### src/rtl/dc_offset_remover.sv
// rtl/dc_offset_remover.sv - per-channel DC offset subtractor with averaging calibration
//
// Aligns unsigned ADC codes into a wide fixed-point word and subtracts a
// per-channel offset. Offsets are either written at runtime or measured by an
// on-demand calibration that averages 2^CAL_LOG2 samples per channel.
// Optional build macro: DC_OFS_SAT_EN (clamp result to DATA_W+FRAC_SHIFT signed bits).
//
// Ports:
//   clk, rst                          clock, asynchronous active-high reset
//   in_valid, in_ch, in_data          input sample stream (in_ch >= NCH is dropped)
//   offset_wr, offset_wr_ch/_data     runtime offset register write
//   cal_start                         pulse that starts a calibration run
//   cal_busy, cal_done                calibration in progress / offsets applied pulse
//   out_valid, out_ch, out_data       result stream, 2-cycle latency
//   out_sat                           result was clamped (0 without DC_OFS_SAT_EN)

module dc_offset_remover #(
    parameter int                DATA_W         = 24,
    parameter int                FRAC_SHIFT     = 8,
    parameter int                OUT_W          = 64,
    parameter int                NCH            = 2,
    parameter int                CAL_LOG2       = 10,
    parameter logic [OUT_W-1:0]  DEFAULT_OFFSET = 64'h00000000AACCCCCD,
    localparam int               CH_W           = (NCH > 1) ? $clog2(NCH) : 1
) (
    input  logic              clk,
    input  logic              rst,
    input  logic              in_valid,
    input  logic [CH_W-1:0]   in_ch,
    input  logic [DATA_W-1:0] in_data,
    input  logic              offset_wr,
    input  logic [CH_W-1:0]   offset_wr_ch,
    input  logic [OUT_W-1:0]  offset_wr_data,
    input  logic              cal_start,
    output logic              cal_busy,
    output logic              cal_done,
    output logic              out_valid,
    output logic [CH_W-1:0]   out_ch,
    output logic [OUT_W-1:0]  out_data,
    output logic              out_sat
);

    localparam int ALIGN_W = DATA_W + FRAC_SHIFT;
    localparam int ACC_W   = ALIGN_W + CAL_LOG2;
    localparam int CNT_W   = CAL_LOG2 + 1;
    localparam logic [CNT_W-1:0] CAL_N = CNT_W'(1) << CAL_LOG2;

    typedef enum logic [1:0] {IDLE, ACCUM, APPLY} state_t;

    state_t              state_q, state_d;

    logic                s1_valid_q, s1_valid_d;
    logic [CH_W-1:0]     s1_ch_q, s1_ch_d;
    logic [ALIGN_W-1:0]  s1_aligned_q, s1_aligned_d;

    // Runtime writes travel through a stage-1 register alongside samples, so a
    // sample presented in the same cycle as a write is still processed with the
    // old offset and the next sample sees the new one.
    logic                wr_pend_q, wr_pend_d;
    logic [CH_W-1:0]     wr_ch_q, wr_ch_d;
    logic [OUT_W-1:0]    wr_data_q, wr_data_d;

    logic [OUT_W-1:0]    offset_q [NCH];
    logic [OUT_W-1:0]    offset_d [NCH];
    logic [ACC_W-1:0]    acc_q [NCH];
    logic [ACC_W-1:0]    acc_d [NCH];
    logic [CNT_W-1:0]    cnt_q [NCH];
    logic [CNT_W-1:0]    cnt_d [NCH];

    logic                out_valid_q, out_valid_d;
    logic [CH_W-1:0]     out_ch_q, out_ch_d;
    logic [OUT_W-1:0]    out_data_q, out_data_d;

    logic [OUT_W-1:0]    diff;
    logic                all_done;

`ifdef DC_OFS_SAT_EN
    localparam logic [OUT_W-1:0] SAT_MAX = {{(OUT_W-ALIGN_W+1){1'b0}}, {(ALIGN_W-1){1'b1}}};
    localparam logic [OUT_W-1:0] SAT_MIN = ~SAT_MAX;
    logic                out_sat_q, out_sat_d;
`endif

    // Stage 1: alignment and input qualification
    always_comb begin
        s1_valid_d   = in_valid && (int'({1'b0, in_ch}) < NCH);
        s1_ch_d      = in_ch;
        s1_aligned_d = ALIGN_W'(in_data) << FRAC_SHIFT;
    end

    // Stage 2: subtraction, optional clamp; outputs hold while idle
    always_comb begin
        diff        = OUT_W'(s1_aligned_q) - offset_q[s1_ch_q];
        out_valid_d = s1_valid_q;
        out_ch_d    = out_ch_q;
        out_data_d  = out_data_q;
`ifdef DC_OFS_SAT_EN
        out_sat_d   = out_sat_q;
`endif
        if (s1_valid_q) begin
            out_ch_d   = s1_ch_q;
            out_data_d = diff;
`ifdef DC_OFS_SAT_EN
            out_sat_d  = 1'b0;
            // In range only if every bit above the target sign bit matches it.
            if (!(&diff[OUT_W-1:ALIGN_W-1]) && (|diff[OUT_W-1:ALIGN_W-1])) begin
                out_sat_d  = 1'b1;
                out_data_d = diff[OUT_W-1] ? SAT_MIN : SAT_MAX;
            end
`endif
        end
    end

    // Calibration FSM and offset register update
    always_comb begin
        state_d   = state_q;
        offset_d  = offset_q;
        acc_d     = acc_q;
        cnt_d     = cnt_q;
        // A write arriving during APPLY is dropped: calibration owns that edge.
        wr_pend_d = offset_wr && (state_q != APPLY);
        wr_ch_d   = offset_wr_ch;
        wr_data_d = offset_wr_data;

        all_done = 1'b1;
        for (int i = 0; i < NCH; i++) begin
            if (cnt_q[i] != CAL_N) all_done = 1'b0;
        end

        if (wr_pend_q && (int'({1'b0, wr_ch_q}) < NCH)) begin
            offset_d[wr_ch_q] = wr_data_q;
        end

        case (state_q)
            IDLE: begin
                if (cal_start) begin
                    state_d = ACCUM;
                    for (int i = 0; i < NCH; i++) begin
                        acc_d[i] = '0;
                        cnt_d[i] = '0;
                    end
                end
            end
            ACCUM: begin
                if (s1_valid_q && (cnt_q[s1_ch_q] != CAL_N)) begin
                    acc_d[s1_ch_q] = acc_q[s1_ch_q] + ACC_W'(s1_aligned_q);
                    cnt_d[s1_ch_q] = cnt_q[s1_ch_q] + CNT_W'(1);
                end
                if (all_done) state_d = APPLY;
            end
            APPLY: begin
                // Assigned after the pending write so calibration wins.
                for (int i = 0; i < NCH; i++) begin
                    offset_d[i] = OUT_W'(acc_q[i] >> CAL_LOG2);
                end
                state_d = IDLE;
            end
            default: state_d = IDLE;
        endcase
    end

    always_ff @(posedge clk or posedge rst) begin
        if (rst) begin
            state_q      <= IDLE;
            s1_valid_q   <= 1'b0;
            s1_ch_q      <= '0;
            s1_aligned_q <= '0;
            wr_pend_q    <= 1'b0;
            wr_ch_q      <= '0;
            wr_data_q    <= '0;
            out_valid_q  <= 1'b0;
            out_ch_q     <= '0;
            out_data_q   <= '0;
`ifdef DC_OFS_SAT_EN
            out_sat_q    <= 1'b0;
`endif
            for (int i = 0; i < NCH; i++) begin
                offset_q[i] <= DEFAULT_OFFSET;
                acc_q[i]    <= '0;
                cnt_q[i]    <= '0;
            end
        end else begin
            state_q      <= state_d;
            s1_valid_q   <= s1_valid_d;
            s1_ch_q      <= s1_ch_d;
            s1_aligned_q <= s1_aligned_d;
            wr_pend_q    <= wr_pend_d;
            wr_ch_q      <= wr_ch_d;
            wr_data_q    <= wr_data_d;
            out_valid_q  <= out_valid_d;
            out_ch_q     <= out_ch_d;
            out_data_q   <= out_data_d;
`ifdef DC_OFS_SAT_EN
            out_sat_q    <= out_sat_d;
`endif
            for (int i = 0; i < NCH; i++) begin
                offset_q[i] <= offset_d[i];
                acc_q[i]    <= acc_d[i];
                cnt_q[i]    <= cnt_d[i];
            end
        end
    end

    assign cal_busy  = (state_q != IDLE);
    assign cal_done  = (state_q == APPLY);
    assign out_valid = out_valid_q;
    assign out_ch    = out_ch_q;
    assign out_data  = out_data_q;
`ifdef DC_OFS_SAT_EN
    assign out_sat   = out_sat_q;
`else
    assign out_sat   = 1'b0;
`endif

endmodule

### config.mk
export PLATFORM = sky130hd
export DESIGN_NAME = dc_offset_remover
export DESIGN_NICKNAME = d
export VERILOG_FILES = /design/src/rtl/dc_offset_remover.sv
export SDC_FILE = /design/constraint.sdc
export NUM_CORES = 1
export LEC_CHECK = 0
export CAP_MARGIN = 20
export CORE_ASPECT_RATIO = 1.75
export CORE_UTILIZATION = 53
export CTS_CLUSTER_DIAMETER = 150
export DETAILED_ROUTE_END_ITERATION = 10
export PLACE_DENSITY = 0.74
export SETUP_SLACK_MARGIN = 0.02
export SLEW_MARGIN = 20
export SYNTH_ARGS = -nofsm -noshare
export SYNTH_HDL_FRONTEND = slang
export SYNTH_SLANG_ARGS = --single-unit
### constraint.sdc
create_clock -name clk -period 19.3 [get_ports clk]
set_input_delay 1.93 -clock clk [delete_from_list [all_inputs] [get_ports clk]]
set_output_delay 1.93 -clock clk [all_outputs]
set_load 0.01 [all_outputs]
* Yosys cells after proc, flatten, opt, wreduce, memory -nomap -nowiden
Cells that the tools add are included.
** Operators by class
- Add/subtract/negate cells :: 3
- Magnitude comparators :: 4
- Equal/unequal tests :: 9
- Muxes and demuxes :: 31
- Bitwise operators :: 2
- Reductions and logical operators :: 10
** Operators by type and width (count)
- 2-to-1 mux 128 bit :: 2
- 2-to-1 mux 64 bit :: 4
- 2-to-1 mux 42 bit :: 4
- 2-to-1 mux 84 bit :: 2
- case mux 84 bit (2 select lines) :: 1
- bitwise mux 128 bit :: 1
- bitwise mux 84 bit :: 1
- demux 64 bit (select 1 bit) :: 1
- subtractor 32 x 64 -> 64 bit :: 1
- 2-to-1 mux 11 bit :: 4
- 2-to-1 mux 22 bit :: 2
- case mux 22 bit (2 select lines) :: 1
- adder 42 x 32 -> 42 bit :: 1
- demux 42 bit (select 1 bit) :: 1
- inequality test 11 bit, second input constant :: 3
- bitwise mux 22 bit :: 1
- adder 11 x 1 -> 11 bit, second input constant :: 1
- demux 11 bit (select 1 bit) :: 1
- inequality test 2 bit, second input constant :: 4
- nonzero test 2 bit :: 3
- greater-or-equal comparator 2 bit, second input constant :: 2
- logical AND 1 bit :: 4
- less-than comparator 2 x 1 -> 1 bit, second input constant :: 2
- 2-to-1 mux 2 bit :: 2
- 8 further kinds :: 10
** Word-level totals
- Register bits after elaboration :: 394
- Word-level logic and storage cells :: 75

* Logic depth before layout (Yosys ltp)
- Depth in word-level cells :: 8
- Gate-level depth with buffers :: 20
- Gate-level depth less buffers :: 13

* Worst setup path before layout
OpenSTA, ideal clock, no wires.
- Path kind :: register to register
- From :: reg s1_ch_q
- To :: reg out_data_q[31], in the netlist out_data[31]
- Library setup time :: 125 ps
- Arrival time :: 4458 ps
- Data required time :: 19175 ps
- Path slack :: 14717 ps
- Cell stages (with the launch flop) :: 20
- Period minus slack after synthesis :: 4583 ps
- Cells stage by stage :: dfrtp_1 -> buf_6 -> buf_2 -> buf_2 -> buf_2 -> buf_2 -> buf_1 -> buf_2 -> mux2i_1 -> ha_1 -> clkbuf_1 -> nand2_1 -> nor2_1 -> a221o_1 -> a221oi_2 -> a21oi_1 -> a21boi_0 -> o21ai_0 -> xnor2_1 -> mux2_2
** On the way
- Word-level cells in the longest chain between the ends :: 5
** Ends and longest elaborated chain
- from (decl) :: RTL line 53 : logic [CH_W-1:0] s1_ch_q, s1_ch_d;
- from (signal assigned) :: RTL line 184 : s1_ch_q <= s1_ch_d;
- inverter 1 -> 2 bit (implied by the code) :: RTL line 92 : diff = OUT_W'(s1_aligned_q) - offset_q[s1_ch_q];
- 2-to-1 mux 64 bit (implied by the code) (3 in a row) :: RTL line 92
- subtractor 32 x 64 -> 64 bit :: RTL line 92
- to (signal assigned) :: RTL line 191 : out_data_q <= out_data_d;
- to (decl) :: RTL line 72 : logic [OUT_W-1:0] out_data_q, out_data_d;
No other way between the ends. The select of a mux whose other input is x is not followed.
A chain may end at the register's enable or synchronous reset.

==> impl_metrics.tcl <==
set metrics [dict create \
    cts.sinks 378 \
    cts_tree "done" \
    htreeDepth 2 \
    tightest_slew_ns 1.140 \
    routed_via_density 5.929 \
    cellInternalPower_mw 1.771 \
    mappedNetlistNets 2010 \
    antenna_found_initial 1 \
    num_rows 90 \
    holdWs_ns 0.4964 \
    grt.overflow.total 0 \
    n_antenna_cell 0 \
    drtPass1Iterations 6 \
    fin_crit_ns 4.697 \
    yosys.area_share.simple_pct 13.19 \
    p_switching_mw 0.8807 \
    worstPathRequired_ns 19.85 \
    final_cells 2469 \
    synth-seq-cells 378 \
    slew_violations 0 \
    die_w_um 144.3 \
    place_hpwl_um 35830 \
    cts_buffers 37 \
    grtUsageTotal_pct 29.18 \
    worstSkewPairLatency_ns 0.54 \
    max_freq_ghz 0.2129 \
    drv_cap 0 \
    synth_top_family_by_area "compound AO/OA/AOI/OAI gates" \
    fin_worst_skew_ns 0.01373 \
    most-common-layout-cells "dfrtp_1, nand2_1, a21oi_1" \
    finalHoldViolCount 0 \
    finalPower_mw 2.652 \
    num_vias 14638 \
    dp_cells 2400 \
    place_area_mm2 0.02074 \
    ctsResizeCount 0 \
    min_path_type "reg2reg" \
    async_reset_ff_share_pct 100.0 \
    initial_core_util_pct 54.16 \
    place_congestion 0.9467 \
    arrival_ns 5.25 \
    die_area_mm2 0.03623 \
    crit_fanout 94 \
    port_buffers 162 \
    synth_fa_ha_area_share_pct 3.503 \
    grt_max_degree 110 \
    post-route-period-util_pct 24.33 \
    powerDensity_mw_per_mm2 120.4 \
    clkSlewWorstSetupHoldPaths_ns 0.06 \
    synth_compound_area_share_pct 15.64 \
    layout_commonest_cell "dfrtp_1" \
    rsz0062_at_grt "no" \
    synth_top_area_share_pct 45.82 \
    drt-initial-drc-count 824 \
    synth_edf_count 0 \
    criticalPathCategory "in2async" \
    drive_gt1_share_pct 9.706 \
    grt_pass1_vias 15062 \
    fillers 2900 \
    grt_pass1_wl_um 80620 \
    comb_power_share_pct 31.1 \
    synth_area_leader_cell "dfrtp_1" \
    outcome "finished clean" \
    syn_area_mm2 0.01879 \
    final-setup-viol-count 0 \
    maxSlewHeadroom_pct 23.98 \
    ys_types 76 \
    post-cts-setup-buffers 0 \
    drc 0 \
    swShare_pct 33.21 \
    io_pins 164 \
    syn_inst 1863 \
    synth.area.top_cells "dfrtp_1, mux2i_1, nand2_1" \
    synth_xor_xnor_area_share_pct 4.010 \
    syn_avg_cell_area_um2 10.08 \
    seqPwrFrac_pct 40.6 \
    synthMuxAreaShare_pct 10.16 \
    tns_ns 0 \
    endpoint_kind "async pin" \
    cts_root_buf "clkbuf_16" \
    postRouteAntennaNets 0 \
    synthFlopType "dfrtp_1" \
    critPathLaunchType "input port" \
    drt_wl_total_um 51340 \
    finalInstanceArea_mm2 0.02203 \
    power_leakage_nw 9.280 \
    die_height_um 251.1 \
    ctsHoldBuffers 0 \
    yosys_warnings 0 \
    ys_seq_area_share_pct 50.58 \
    cts_buffer_depth 3 \
    wire_per_inst_um 20.79 \
    peakVddDrop_uv 104.8 \
    nets 2127 \
    p_clk_share_pct 28.2 \
    syn2layout_area_growth_pct 17.29 \
    coreArea_mm2 0.03468 \
]
-- layer usage --
layer	vias up	GRT usage (%)	wire (um)
met4	2	17.95	3372
met3	158	3.238	2222
met5	-	0	18
li1	6800	-	-
met1	7212	33.27	19000
met2	466	51.41	26720
-- state kept, by name, indices dropped and copies added (netlist names), 2 cells and up --
| name | flops |
|---|---|
| acc_q | 68 |
| cnt_q | 22 |
| offset_q | 128 |
| out_data | 64 |
| s1_aligned_q | 24 |
| state_q | 2 |
| wr_data_q | 64 |
-- power groups by stage --
| stage | sequential, mW | clock [mW] | combinational (mW) |
|---|---|---|---|
| finish | 1.08 | 0.749 | 0.826 |
| global route | 1.10 | 0.795 | 0.902 |
| CTS | 1.08 | 0.764 | 0.825 |
| detailed placement | 1.09 | 0 | 0.819 |
| global placement | 1.08 | 0 | 0.801 |
| floorplan | 1.06 | 0 | 0.537 |
-- worst max-delay path: stages --
cell             delay [ns]
clkdlybuf4s50_1        0.49
inv_8                  0.51
buf_4                  0.71
buf_6                  0.63
buf_4                  0.83
-- final cells by class --
class                      count  area (um^2)  area share, %
clock buffer                  54         1102          5.003
clock inverter                14        153.9         0.6985
tap                          460        575.6          2.612
multi-input combinational   1349         8773          39.82
sequential                   378         9509          43.16
timing repair buffer         181         1788          8.115
inverter                      33        131.4         0.5963
-- Yosys cell counts (all sizes together), types with 3 or more instances --
cell,count
a211oi,4
a21boi,3
a21o,23
a21oi,185
a221oi,3
a22o,42
a31oi,9
and2,7
and3,5
buf,22
clkbuf,81
dfrtp,344
dfstp,34
ha,51
inv,33
mux2,50
mux2i,134
nand2,277
nand2b,7
nand3,31
nand3b,5
nand4,13
nor2,109
nor2b,14
nor3,31
nor3b,7
nor4,12
nor4b,5
o211ai,9
o21ai,155
o21bai,8
o22ai,3
o31ai,23
or3,7
or4,3
xnor2,64
xor2,22
-- logic make-up (layout without fill, tap and decap cells) --
| kind of cell | after synthesis | count (layout) |
|---|---|---|
| compound gates | 486 | 486 |
| simple gates | 540 | 540 |
| xor+xnor | 86 | 86 |
| fa+ha+maj | 52 | 52 |
| flops | 378 | 378 |
| buf+inv | 136 | 282 |
| other cells | 1 | 1 |
| mux | 184 | 184 |
-- metrics by stage --
step / util (%) / worst slack [ns]
floorplan: - / 6.926
global placement: 59.80 / 13.70
detailed placement: 59.81 / 13.59
CTS: 63.43 / 14.22
global route: 63.53 / 14.09
finish: 63.53 / 14.60
-- worst paths after layout --
check,from,to,slack (ns),cells after the start
max in group clk,s1_ch_q,out_data[62],14.74,10
min in group asynchronous,rst,wr_data_q[39],1.90,2
worst min-delay path,acc_q[9],acc_q[9],0.50,2
worst max register to register,s1_ch_q,out_data[62],14.74,10
worst min register to register,acc_q[9],acc_q[9],0.50,2
worst max-delay path,rst,offset_q[47],14.60,5
Power figures use the tool's default switching activity.
